[src/rtl/alu_j.sv]
// alu_j: 8-bit combinational ALU with carry/borrow/zero flags and a register holding the last non-NOP outcome.
// Optional rotate opcodes (ROL/ROR) are enabled by defining ALU_J_ROTATE_EN.
module alu_j #(
  parameter int DATA_WIDTH  = 8,
  parameter int OPCODE_BITS = 5,
  parameter int PARAM_BITS  = 8,
  parameter int STATUS_BITS = 3
) (
  input  logic                   clk,
  input  logic                   rst_n,
  input  logic [OPCODE_BITS-1:0] opcode,
  input  logic [DATA_WIDTH-1:0]  operand1,
  input  logic [DATA_WIDTH-1:0]  operand2,
  input  logic [PARAM_BITS-1:0]  param,
  output logic [DATA_WIDTH-1:0]  result,
  output logic [STATUS_BITS-1:0] status,
  output logic [DATA_WIDTH-1:0]  result_q,
  output logic [STATUS_BITS-1:0] status_q
);

  localparam int SHIFT_BITS = $clog2(DATA_WIDTH);

  localparam logic [OPCODE_BITS-1:0] OP_ADD = OPCODE_BITS'(1);
  localparam logic [OPCODE_BITS-1:0] OP_SUB = OPCODE_BITS'(2);
  localparam logic [OPCODE_BITS-1:0] OP_AND = OPCODE_BITS'(3);
  localparam logic [OPCODE_BITS-1:0] OP_OR  = OPCODE_BITS'(4);
  localparam logic [OPCODE_BITS-1:0] OP_NOT = OPCODE_BITS'(5);
  localparam logic [OPCODE_BITS-1:0] OP_XOR = OPCODE_BITS'(6);
  localparam logic [OPCODE_BITS-1:0] OP_SHL = OPCODE_BITS'(7);
  localparam logic [OPCODE_BITS-1:0] OP_SHR = OPCODE_BITS'(8);
  localparam logic [OPCODE_BITS-1:0] OP_VAL = OPCODE_BITS'(9);
`ifdef ALU_J_ROTATE_EN
  localparam logic [OPCODE_BITS-1:0] OP_ROL = OPCODE_BITS'(10);
  localparam logic [OPCODE_BITS-1:0] OP_ROR = OPCODE_BITS'(11);
`endif

  logic [DATA_WIDTH-1:0]   result_next;
  logic                    carry_next;
  logic                    borrow_next;
  logic                    active_next;
  logic [2*DATA_WIDTH-1:0] wide_next;
  logic [SHIFT_BITS-1:0]   shamt;

  logic [DATA_WIDTH-1:0]   result_reg;
  logic [STATUS_BITS-1:0]  status_reg;

  // Only the low log2(DATA_WIDTH) bits of param steer the shifter.
  assign shamt = param[SHIFT_BITS-1:0];

  always_comb begin
    result_next = '0;
    carry_next  = 1'b0;
    borrow_next = 1'b0;
    active_next = 1'b1;
    wide_next   = '0;
    case (opcode)
      OP_ADD: {carry_next, result_next} = {1'b0, operand1} + {1'b0, operand2};
      OP_SUB: begin
        result_next = operand1 - operand2;
        borrow_next = (operand1 < operand2);
      end
      OP_AND: result_next = operand1 & operand2;
      OP_OR:  result_next = operand1 | operand2;
      OP_NOT: result_next = ~operand2;
      OP_XOR: result_next = operand1 ^ operand2;
      // Shifts run in a double-width window so the bits pushed out can be flagged.
      OP_SHL: begin
        wide_next   = {{DATA_WIDTH{1'b0}}, operand1} << shamt;
        result_next = wide_next[DATA_WIDTH-1:0];
        carry_next  = |wide_next[2*DATA_WIDTH-1:DATA_WIDTH];
      end
      OP_SHR: begin
        wide_next   = {operand1, {DATA_WIDTH{1'b0}}} >> shamt;
        result_next = wide_next[2*DATA_WIDTH-1:DATA_WIDTH];
        borrow_next = |wide_next[DATA_WIDTH-1:0];
      end
      OP_VAL: result_next = param[DATA_WIDTH-1:0];
`ifdef ALU_J_ROTATE_EN
      OP_ROL: begin
        wide_next   = {operand1, operand1} << shamt;
        result_next = wide_next[2*DATA_WIDTH-1:DATA_WIDTH];
      end
      OP_ROR: begin
        wide_next   = {operand1, operand1} >> shamt;
        result_next = wide_next[DATA_WIDTH-1:0];
      end
`endif
      default: active_next = 1'b0;
    endcase
  end

  // Zero flag needs a real operation with no carry/borrow, so 255+1 is not "zero".
  assign result = result_next;
  assign status = {active_next && (result_next == '0) && !carry_next && !borrow_next,
                   borrow_next, carry_next};

  always_ff @(posedge clk or negedge rst_n) begin
    if (!rst_n) begin
      result_reg <= '0;
      status_reg <= '0;
    end else if (active_next) begin
      result_reg <= result;
      status_reg <= status;
    end
  end

  assign result_q = result_reg;
  assign status_q = status_reg;

endmodule

[config.mk]
export PLATFORM = sky130hd
export DESIGN_NAME = alu_j
export DESIGN_NICKNAME = d
export VERILOG_FILES = /design/src/rtl/alu_j.sv
export SDC_FILE = /design/constraint.sdc
export NUM_CORES = 1
export LEC_CHECK = 0
export CORE_MARGIN = 3
export CORE_UTILIZATION = 54
export CTS_BUF_LIST = sky130_fd_sc_hd__clkbuf_4
export DETAILED_ROUTE_END_ITERATION = 7
export PLACE_DENSITY = 0.93
export SKIP_CTS_REPAIR_TIMING = 1
export SYNTH_ARGS = -nofsm -noshare
export SYNTH_HDL_FRONTEND = slang
export SYNTH_SLANG_ARGS = --single-unit
[constraint.sdc]
create_clock -name clk -period 7.5 [get_ports clk]
set_clock_uncertainty 0.2 [all_clocks]
set_input_delay 2.25 -clock clk [delete_from_list [all_inputs] [get_ports clk]]
set_output_delay 2.25 -clock clk [all_outputs]
set_load 0.05 [all_outputs]
Yosys cells after proc, flatten, opt, wreduce, memory -nomap -nowiden
Cells that the tools add are included.

operators by class
  add/subtract/negate cells = 2
  magnitude comparators = 1
  equality and inequality tests = 9
  bitwise gates (word level) = 4
  reductions and logical operators = 9
  multiplexer cells = 4
  shifts and indexed selects = 2

operators with widths
  kind                                           number
  one-hot mux 8 bit (9 select lines)             1
  == test 5 x 3 -> 1 bit, second input constant  4
  OR reduction 8 bit                             2
  << shifter 8 x 3 -> 16 bit                     1
  >> shifter 16 x 3 -> 16 bit                    1
  == test 5 x 2 -> 1 bit, second input constant  2
  == test 5 x 4 -> 1 bit, second input constant  2
  adder 8 x 8 -> 9 bit                           1
  OR reduction 9 bit                             1
  bitwise AND 8 bit                              1
  logical NOT 8 bit                              1
  < comparator 8 bit                             1
  inverter 8 bit                                 1
  OR 8 bit                                       1
  subtractor 8 bit                               1
  XOR 8 bit                                      1
  == test 5 x 1 -> 1 bit, second input constant  1
  one-hot mux 1 bit (2 select lines)             2
  logical AND 1 bit                              3
  logical NOT 1 bit                              2
  2-to-1 mux 1 bit                               1

storage, ports and cells
  register bits = 11
  word-level logic and storage cells = 33

Logic depth before layout (Yosys ltp)
Gate-level depths: netlist of the first run.

  depth in word-level cells = 6
  mapped depth = 13

Worst setup path after synthesis of the first run
Ideal clock, no wire load.

  path type = input-to-output
  from = in operand1[2]
  to = out status[2]
  setup slack = -85 ps
  arrival time = 5,135 ps
  cell stages on the path = 11
  required time = 5,050 ps
  path buffers = 2
  path through = buf_4 inv_1 ha_1 clkbuf_2 nor3b_1 nor3_1 o31ai_1 mux2i_1 and4_1 o21ai_0 and4bb_1

on the way
  word-level cells in the longest chain between the ends = 6
  elaborated cells on any way between the ends = 19
  those cells by class = add/sub (2); order compare (1); shift (2); mux (3); bitwise (3); reduce/logical (8)

RTL lines
  what                                      RTL line  source
  start: declaration                        12        input logic [DATA_WIDTH-1:0] operand1,
  subtractor 8 bit (tied with other cells)  59        result_next = operand1 - operand2;
  one-hot mux 8 bit (9 select lines) (*)    56        case (opcode)
  named net result[6]                       15        output logic [DATA_WIDTH-1:0] result,
  logical NOT 8 bit (*)                     94        assign status = {active_next && (result_next == '0) && !carry_next && !borrow_next,
  logical AND 1 bit (*) (3 in a row)        94
  end: declaration                          16        output logic [STATUS_BITS-1:0] status,

The timed path passes the listed nets; every way through them passes the cells marked *.

Worst setup path after layout of the first run
  from = in operand2[4]
  to = out status[2]

on the way
  word-level cells in the longest chain between the ends = 6
  elaborated cells on any way between the ends = 16
  those cells by class = add/sub (2); order compare (1); mux (3); bitwise (4); reduce/logical (6)

RTL lines
  what                                      RTL line  source
  start: declaration                        13        input logic [DATA_WIDTH-1:0] operand2,
  subtractor 8 bit (tied with other cells)  59
  one-hot mux 8 bit (9 select lines)        56
  logical NOT 8 bit                         94
  logical AND 1 bit (2 in a row)            94
  logical AND 1 bit (*)                     94

Mark *: on every way between the ends. The rest lies on a longest branch, timed or not.

==> results of run 1 <==
==> power by group through the flow <==
stage	Clock, W	Sequential [W]	Combinational (W)
4_1_cts	0.0000451	0.0000760	0.000267
5_1_grt	0.0000486	0.0000771	0.000300
2_1_floorplan	0	0.000116	0.000127
3_5_place_dp	0	0.0000771	0.000266
6_report	0.0000452	0.0000766	0.000288
3_3_place_gp	0	0.0000763	0.000259
==> final cells by class <==
type	count	area (um^2)
multi-input combinational	257	2120
fill	277	988
timing repair buffer	89	900
sequential	11	275
inverter	25	93.8
tap	52	65.1
clock buffer	4	30.0
==> logic make-up (layout without fill, tap and decap cells) <==
| family | Yosys count | count (layout) | synth area share (%) |
|---|---|---|---|
| and+or+nand+nor | 109 | 109 | 24.2 |
| xor gates and xnor gates | 3 | 3 | 1.02 |
| muxes | 22 | 22 | 12.2 |
| DFF | 11 | 11 | 10.6 |
| AOI/OAI and AO/OA | 97 | 97 | 27.9 |
| adders and majority gates | 26 | 26 | 13.2 |
| buffers and inverters | 48 | 118 | 10.9 |
==> worst paths after layout <==
| check | to | from |
|---|---|---|
| max | status[2] | operand2[4] |
| min | result_q[1] | result_q[1] |
| max reg2reg | status_q[0] | status_q[0] |
| min reg2reg | result_q[1] | result_q[1] |
| max in group asynchronous | result_q[5] | rst_n |
| min in group asynchronous | result_q[0] | rst_n |
==> metal layers <==
metal	GRT usage [%]	up-vias
li1	-	1329
met1	39.3	1439
met2	53.5	300
met3	5.61	94
met4	11.8	0
met5	0	-
==> synth_stat cells (all sizes together), types with 7 or more instances <==
| master | number | share of area, % |
|---|---|---|
| inv | 25 | 3.6 |
| ha | 24 | 12 |
| nand2 | 24 | 3.5 |
| nor2 | 20 | 3.0 |
| buf | 17 | 5.6 |
| a21oi | 15 | 2.9 |
| mux2i | 15 | 5.8 |
| nor2b | 12 | 2.9 |
| a21o | 11 | 3.2 |
| dfrtp | 11 | 11 |
| o21ai | 11 | 2.1 |
| a211oi | 8 | 2.3 |
| nor3 | 8 | 1.5 |
| mux4 | 7 | 6.4 |
| o211ai | 7 | 2.4 |
==> per-stage QoR <==
stage	hold WS (ns)	worst slack [ns]	util [%]	area [um^2]
after global routing	0.285	-0.0966	77.9	3490
after global placement	0.258	0.0654	74.6	3340
after detailed placement	0.262	-0.0808	74.6	3340
final	0.279	-0.0194	77.9	3490
after floorplan	0.541	0.00879	-	2590
after CTS	0.278	-0.0982	75.3	3370
==> state kept, by name (all words and copies together) (netlist names) <==
register / count
status_q: 3
result_q: 8
==> impl_metrics.toml, run 1 <==
[final_layout]
syn2layout_area_growth_pct = 34.8
final_cell_mix = "buf_4 (38), clkdlybuf4s50_1 (36), inv_1 (24), nand2_1 (24), ha_1 (22)"
drive_above_1_share_pct = 21.5
nNetsFinal = 444
layout_commonest_cell = "buf_4"
fin_cells = 438
n_antenna_cell = 0

[critical_path]
crit_cells = 11
critPathKind = "in -> out"
cpMaxStageDelayCell = "clkdlybuf4s50_1"
worstPathCellList = "clkdlybuf4s50_1 > inv_1 > ha_1 > a21o_1 > a21oi_1 > a21oi_1 > o21a_1 > o21ai_0 > o2111a_1 > and4bb_2 > buf_12"
worstPathArrival_ns = 5.07
crit_top_cell = "a21oi_1"
r2r_cells = 1
cp-end-kind = "primary output"
crit_family = "compound AO/OA/AOI/OAI gates"
crit_buf_inv = 3
critPathMaxStageDelay_ns = 0.51
critPathMaxFanout = 7
startpoint_type = "input pin"
cp.required_ns = 5.05
reg2reg_slack_ns = 6.64

[logic_synthesis]
synthesis.instances = 316
synth_nets = 373
synth-edff-count = 0
ys_ff_latch = 11
synth_flop_cell = "dfrtp_1"
syn_avg_cell_area_um2 = 8.18
syn_area_um2 = 2590
yosysWarnings = 0
synthArstFlopShare_pct = 100
yosysUniqueCellTypes = 73
seq_area_frac_synth_pct = 10.6

[drt]
routedWlPerCell_um = 22.5
wirelength_um = 9870
vias = 3162
route.met2.wl_um = 4520
drt-vias-per-instance = 7.22
drt_iter0_markers = 590
final_antenna_net_count = 0
firstDrtPassIters = 8
drc_errors = 18
wl_met3_um = 1250
dr.max_layer_used = "met4"
wl_met1_um = 3430

[power_and_ir_drop]
sequentialPowerShare_pct = 18.7
clockPowerShare_pct = 11.0
p_per_area_nw_per_um2 = 118
leakagePower_nw = 1.60
p_sw_w = 0.000197
swShare_pct = 48.1
combPwrFrac_pct = 70.3
ir_drop_v = 0.000109
internal_power_w = 0.000213
power.total_w = 0.000410

[global_route]
gr-total-overflow = 0
grt_max_degree = 22
grt_pass1_wl_um = 13800
grt_pass1_vias = 2912
grt_use_total_pct = 31.3
antenna_found_initial = 0

[placement]
place_congestion = 1.10
portBuffers = 52
dp.cells = 433
place_hpwl_um = 7000

[floorplanning]
start_util_pct = 57.8
die_y_um = 75.2
core-area_um2 = 4470
die_width_um = 75.2
ios = 53
rows = 24
die_area_um2 = 5660

[clock_network]
htreeDepth = 1
clockBufferDepth = 2
tritoncts = "done"
cts_sinks = 11
cts_root_buf = "clkbuf_4"
clk_pin_slew_ns = 0.07
clk_latency_ns = 0.28
cts_buffers = 3

[timing]
tightest_slew_ns = 0.641
drv_slew = 0
finalSetupTns_ns = -0.0194
fmax_mhz = 133
setup_viol = 1
maxSlewHeadroom_pct = 56.9
period_needed_ns = 7.52
setup_ws_ns = -0.0194
finalHoldViolCount = 0
period_share_pct = 100

[status]
violations = "DRC, setup timing"
outcome = "complete, but fails checks"

[min_path]
hold_path_class = "reg -> reg"
worst_hold_path.num_cells = 1

[job]
max_cap_violations = 0
Note: power is estimated with default switching activity, not from simulation.
==> run 2: changes to the inputs <==
--- a/config.mk
+++ b/config.mk
@@ -8,9 +8,9 @@
 export CORE_MARGIN = 3
 export CORE_UTILIZATION = 54
 export CTS_BUF_LIST = sky130_fd_sc_hd__clkbuf_4
+export CTS_CLUSTER_DIAMETER = 150
 export DETAILED_ROUTE_END_ITERATION = 7
 export PLACE_DENSITY = 0.93
-export SKIP_CTS_REPAIR_TIMING = 1
 export SYNTH_ARGS = -nofsm -noshare
 export SYNTH_HDL_FRONTEND = slang
 export SYNTH_SLANG_ARGS = --single-unit
==> impl_metrics.toml, run 2 (synthesis gave the netlist of run 1 again) <==
[timing]
maxSlewHeadroom_pct = 57.2
setup_ws_ns = -0.0222
fmax_mhz = 133
drv_slew = 0
setup_viol = 1
finalSetupTns_ns = -0.0222
period_share_pct = 100
period_needed_ns = 7.52
finalHoldViolCount = 0
tightest_slew_ns = 0.634

[global_route]
grt_busiest_layer = "met2"
grt_use_total_pct = 32.0
antenna_found_initial = 0
grtUsageMet1_pct = 38.8
met2_usage_pct = 54.0
grt_max_degree = 22
grt_pass1_wl_um = 14000
grtUsageMet3_pct = 8.28
grt_pass1_vias = 2951
gr-total-overflow = 0

[drt]
drt_iter0_markers = 580
firstDrtPassIters = 6
vias = 3254
final_antenna_net_count = 0
wirelength_um = 10400
drc_errors = 0
drt-vias-per-instance = 7.36
routedWlPerCell_um = 23.4

[final_layout]
final_cell_mix = "buf_4 (42), clkdlybuf4s50_1 (33), inv_1 (24), nand2_1 (24), ha_1 (21)"
fin_area_um2 = 3530
layout_commonest_cell = "buf_4"
n_antenna_cell = 0
drive_above_1_share_pct = 22.6
nNetsFinal = 448
fill_cells = 260
post-route-util_pct = 79.0
fin_cells = 442
syn2layout_area_growth_pct = 36.7
largest_reg_flops = 8

[job]
max_cap_violations = 0

[power_and_ir_drop]
internal_power_w = 0.000215
p_per_area_nw_per_um2 = 118
leakagePower_nw = 1.65
p_sw_w = 0.000202
ir_drop_v = 0.000114
combPwrFrac_pct = 70.6
clockPowerShare_pct = 11.0
swShare_pct = 48.4
sequentialPowerShare_pct = 18.4

[floorplanning]
die_width_um = 75.2
ios = 53
die_area_um2 = 5660
die_y_um = 75.2
core-area_um2 = 4470
rows = 24
start_util_pct = 57.8

[clock_network]
clk_pin_slew_ns = 0.07
cts_buffers = 3
cts_root_buf = "clkbuf_4"
clk_latency_ns = 0.28
tritoncts = "done"
clockBufferDepth = 2
cts_sinks = 11
htreeDepth = 1

[placement]
portBuffers = 52
place_hpwl_um = 7000
placed_area_um2 = 3340
pre_cts_ws_ns = -0.0808
dp.cells = 433
place_congestion = 1.10

[critical_path]
critPathMaxFanout = 3
reg2reg_slack_ns = 6.62
cp.required_ns = 5.05
cp-end-kind = "primary output"
startpoint_type = "input pin"
critPathKind = "in -> out"
worstPathArrival_ns = 5.07

[min_path]
hold_path_class = "reg -> reg"

[status]
violations = "setup timing"
outcome = "complete, but fails checks"
==> run 2: cell types whose count changed in the layout (fill, tap and decap cells not counted), sizes merged <==
cell | before | now
buf | 48 | 52
clkdlybuf4s50 | 36 | 33
dlymetal6s2s | 5 | 8
==> run 2: through the flow <==
step,total power (W),hold slack [ns]
global placement,0.000335,0.258
global route,0.000430,0.285
floorplan,0.000243,0.541
detailed placement,0.000343,0.262
finish,0.000417,0.276
CTS,0.000391,0.278
==> run 2: repair_timing <==
action | in CTS | in global routing
setup endpoints to repair | 1 | 1
hold endpoints to repair | 0 | 0
resized for setup | 3 | 27
pin swaps | 1 | 10
hold buffers | 0 | 0
setup buffers | 1 | 4
==> run 2: worst paths after layout <==
| path | from | endpoint | depth (start not counted) |
|---|---|---|---|
| max | param[0] | status[2] | 9 |
| min | result_q[1] | result_q[1] | 1 |
| max reg2reg | result_q[4] | result_q[4] | 1 |
| min reg2reg | result_q[1] | result_q[1] | 1 |
| max in group asynchronous | rst_n | status_q[0] | 1 |
| min in group asynchronous | rst_n | result_q[0] | 1 |
==> run 2: cell type report <==
cell class              instances  area [um^2]  share of cell area (%)
multi-input cells             257         2130                    60.4
repair buffers                 93          937                    26.5
inverters                      25         93.8                    2.65
clock buffers                   4         30.0                   0.850
flip-flops and latches         11          275                    7.79
well taps                      52         65.1                    1.84
==> run 2: power groups by stage <==
stage               logic [W]  registers [W]  clock network [W]
floorplan            0.000127       0.000116                  0
global placement     0.000259      0.0000763                  0
detailed placement   0.000266      0.0000771                  0
CTS                  0.000269      0.0000760          0.0000451
global route         0.000304      0.0000774          0.0000484
finish               0.000295      0.0000767          0.0000457
==> run 2: layer usage <==
layer | wire (um) | vias up | share of wire (%)
met4 | 854 | 0 | 8.2
met1 | 3450 | 1450 | 33
li1 | - | 1329 | -
met2 | 4670 | 350 | 45
met5 | 0 | - | 0
met3 | 1380 | 125 | 13
==> run 2: worst max-delay path: stages <==
cell and delay, ns:
clkdlybuf4s50_1 0.56, mux4_1 0.59, nor2b_1 0.18, o211ai_2 0.20, o211ai_2 0.15, nor4_2 0.42
nor4bb_4 0.27, and4bb_2 0.31, buf_12 0.15
==> run 3: changes to the inputs <==
--- a/config.mk
+++ b/config.mk
@@ -6,11 +6,11 @@
 export NUM_CORES = 1
 export LEC_CHECK = 0
 export CORE_MARGIN = 3
-export CORE_UTILIZATION = 54
+export CORE_UTILIZATION = 58
 export CTS_BUF_LIST = sky130_fd_sc_hd__clkbuf_4
 export CTS_CLUSTER_DIAMETER = 150
 export DETAILED_ROUTE_END_ITERATION = 7
-export PLACE_DENSITY = 0.93
+export PLACE_DENSITY = 0.95
 export SYNTH_ARGS = -nofsm -noshare
 export SYNTH_HDL_FRONTEND = slang
 export SYNTH_SLANG_ARGS = --single-unit
==> constraint.sdc (replaced) <==
create_clock -name clk -period 9.4 [get_ports clk]
set_clock_uncertainty 0.2 [all_clocks]
set_input_delay 2.82 -clock clk [delete_from_list [all_inputs] [get_ports clk]]
set_output_delay 2.82 -clock clk [all_outputs]
set_load 0.05 [all_outputs]
==> impl_metrics.toml, run 3 (synthesis gave the netlist of run 1 again) <==
[status]
outcome = "finished, final reports clean"

[placement]
portBuffers = 52
placed_area_um2 = 3090
place_congestion = 1.01
place_hpwl_um = 6560

[clock_network]
cts_sinks = 11
holdBufCountCts = 0
clk_latency_ns = 0.27
tritoncts = "done"
cts_resized = 0
cts_setup_buffers = 0
htreeDepth = 1
clk_pin_slew_ns = 0.08
clockBufferDepth = 2
cts_root_buf = "clkbuf_4"
cts_buffers = 3

[floorplanning]
rows = 23
die_area_um2 = 5300
ios = 53
die_y_um = 72.8
die_width_um = 72.8
start_util_pct = 62.4
core-area_um2 = 4140

[min_path]
hold_start = "result_q[7]"
worst_hold_path.num_cells = 1
hold_path_class = "reg -> reg"
hold_end = "result_q[7]"

[timing]
rsz0062_at_grt = "no"
setup_viol = 0
maxSlewHeadroom_pct = 49.2
finalHoldViolCount = 0
drv_slew = 0
finalSetupTns_ns = 0
tightest_slew_ns = 0.759
fmax_mhz = 110
period_share_pct = 96.5
period_needed_ns = 9.07

[critical_path]
worstPathArrival_ns = 6.05
startpoint_type = "input pin"
crit_buf_inv = 4
crit_family = "buffers and inverters"
rr_startpoint = "result_q[6]"
critPathKind = "in -> out"
cpMaxStageDelayCell = "clkdlybuf4s50_1"
worst_r2r_endpoint = "result_q[6]"
critPathMaxStageDelay_ns = 0.80
critPathMaxFanout = 4
cp-end-kind = "primary output"
cp.required_ns = 6.38
worstPathCellList = "clkdlybuf4s50_1 > ha_1 > inv_1 > fa_1 > nor3b_1 > nor3_1 > o31ai_1 > nor3b_1 > o41a_2 > inv_1 > clkdlybuf4s50_1"
r2r_cells = 1
reg2reg_slack_ns = 8.54

[drt]
final_antenna_net_count = 0
drc_errors = 0
firstDrtPassIters = 5
vias = 2816
wirelength_um = 8140
routedWlPerCell_um = 19.7
drt_iter0_markers = 399
drt-vias-per-instance = 6.82

[final_layout]
regArea_um2 = 275
n_antenna_cell = 0
largest_reg_flops = 8
post-route-util_pct = 75.4
fin_area_um2 = 3120
multi_input_area_um2 = 2030
layout_commonest_cell = "clkdlybuf4s50_1"
final_cell_mix = "clkdlybuf4s50_1 (50), inv_1 (25), nand2_1 (24), ha_1 (24), nor2_1 (19)"
fill_cells = 329
drive_above_1_share_pct = 9.64
nNetsFinal = 421
syn2layout_area_growth_pct = 20.8

[global_route]
grt_pass1_wl_um = 12900
grtUsageMet3_pct = 4.68
grt_max_degree = 21
met2_usage_pct = 47.3
antenna_found_initial = 0
grt_busiest_layer = "met2"
grt_use_total_pct = 30.9
grt_pass1_vias = 2567
gr-total-overflow = 0
grtUsageMet1_pct = 43.6

[power_and_ir_drop]
leakagePower_nw = 1.39
ir_drop_v = 0.000125
p_per_area_nw_per_um2 = 95.7

[job]
max_cap_violations = 0
-- run 3: changes by cell type in the layout (fill, tap and decap cells not counted), moves of 2 or more --
cell and delta:
buf_4 -27, clkdlybuf4s50_1 +17, buf_12 -8, dlymetal6s2s_1 -8, ha_1 +3, a21oi_1 +2
a21oi_2 -2, a221oi_1 +2, a221oi_2 -2, ha_4 -2, nor3b_1 +2, nor4_1 +2
nor4_2 -2
-- run 3: worst max-delay path by stage --
| stage | startpoint | to | slack, ns | depth (start not counted) |
|---|---|---|---|---|
| floorplan | operand1[2] | status[2] | 0.67 | 11 |
| global placement | operand2[0] | status[1] | 0.39 | 11 |
| detailed placement | operand2[0] | status[1] | 0.37 | 11 |
| CTS | operand2[0] | status[1] | 0.36 | 11 |
| global route | operand2[0] | status[1] | 0.20 | 11 |
| finish | operand2[0] | status[1] | 0.33 | 11 |
-- run 3: per-layer routing --
layer  vias to the layer above  wire length, um
li1                       1289                -
met1                      1300             3450
met2                       198             3570
met3                        29              819
met4                         0              308
met5                         -                0
-- run 3: where the power goes --
part | leakage, nW | internal [W] | switching (W)
clock | 0.0184 | 0.0000194 | 0.0000179
sequential | 0.136 | 0.0000560 | 0.00000474
combinational | 1.23 | 0.0000788 | 0.000122
total | 1.39 | 0.000154 | 0.000145
-- run 3: per-stage QoR --
step	hold WS [ns]	total power, W	std cells	worst slack (ns)
CTS	0.281	0.000297	413	0.359
floorplan	0.541	0.000194	316	0.675
global route	0.290	0.000314	413	0.199
global placement	0.259	0.000257	409	0.394
detailed placement	0.265	0.000259	409	0.369
finish	0.280	0.000299	413	0.329
-- run 3: cell type report --
cell class,count,share of cell area [%]
clock buffers,4,0.961
inverters,25,3.00
multi-input cells,257,65.0
flip-flops and latches,11,8.81
well taps,50,2.00
repair buffers,66,20.3
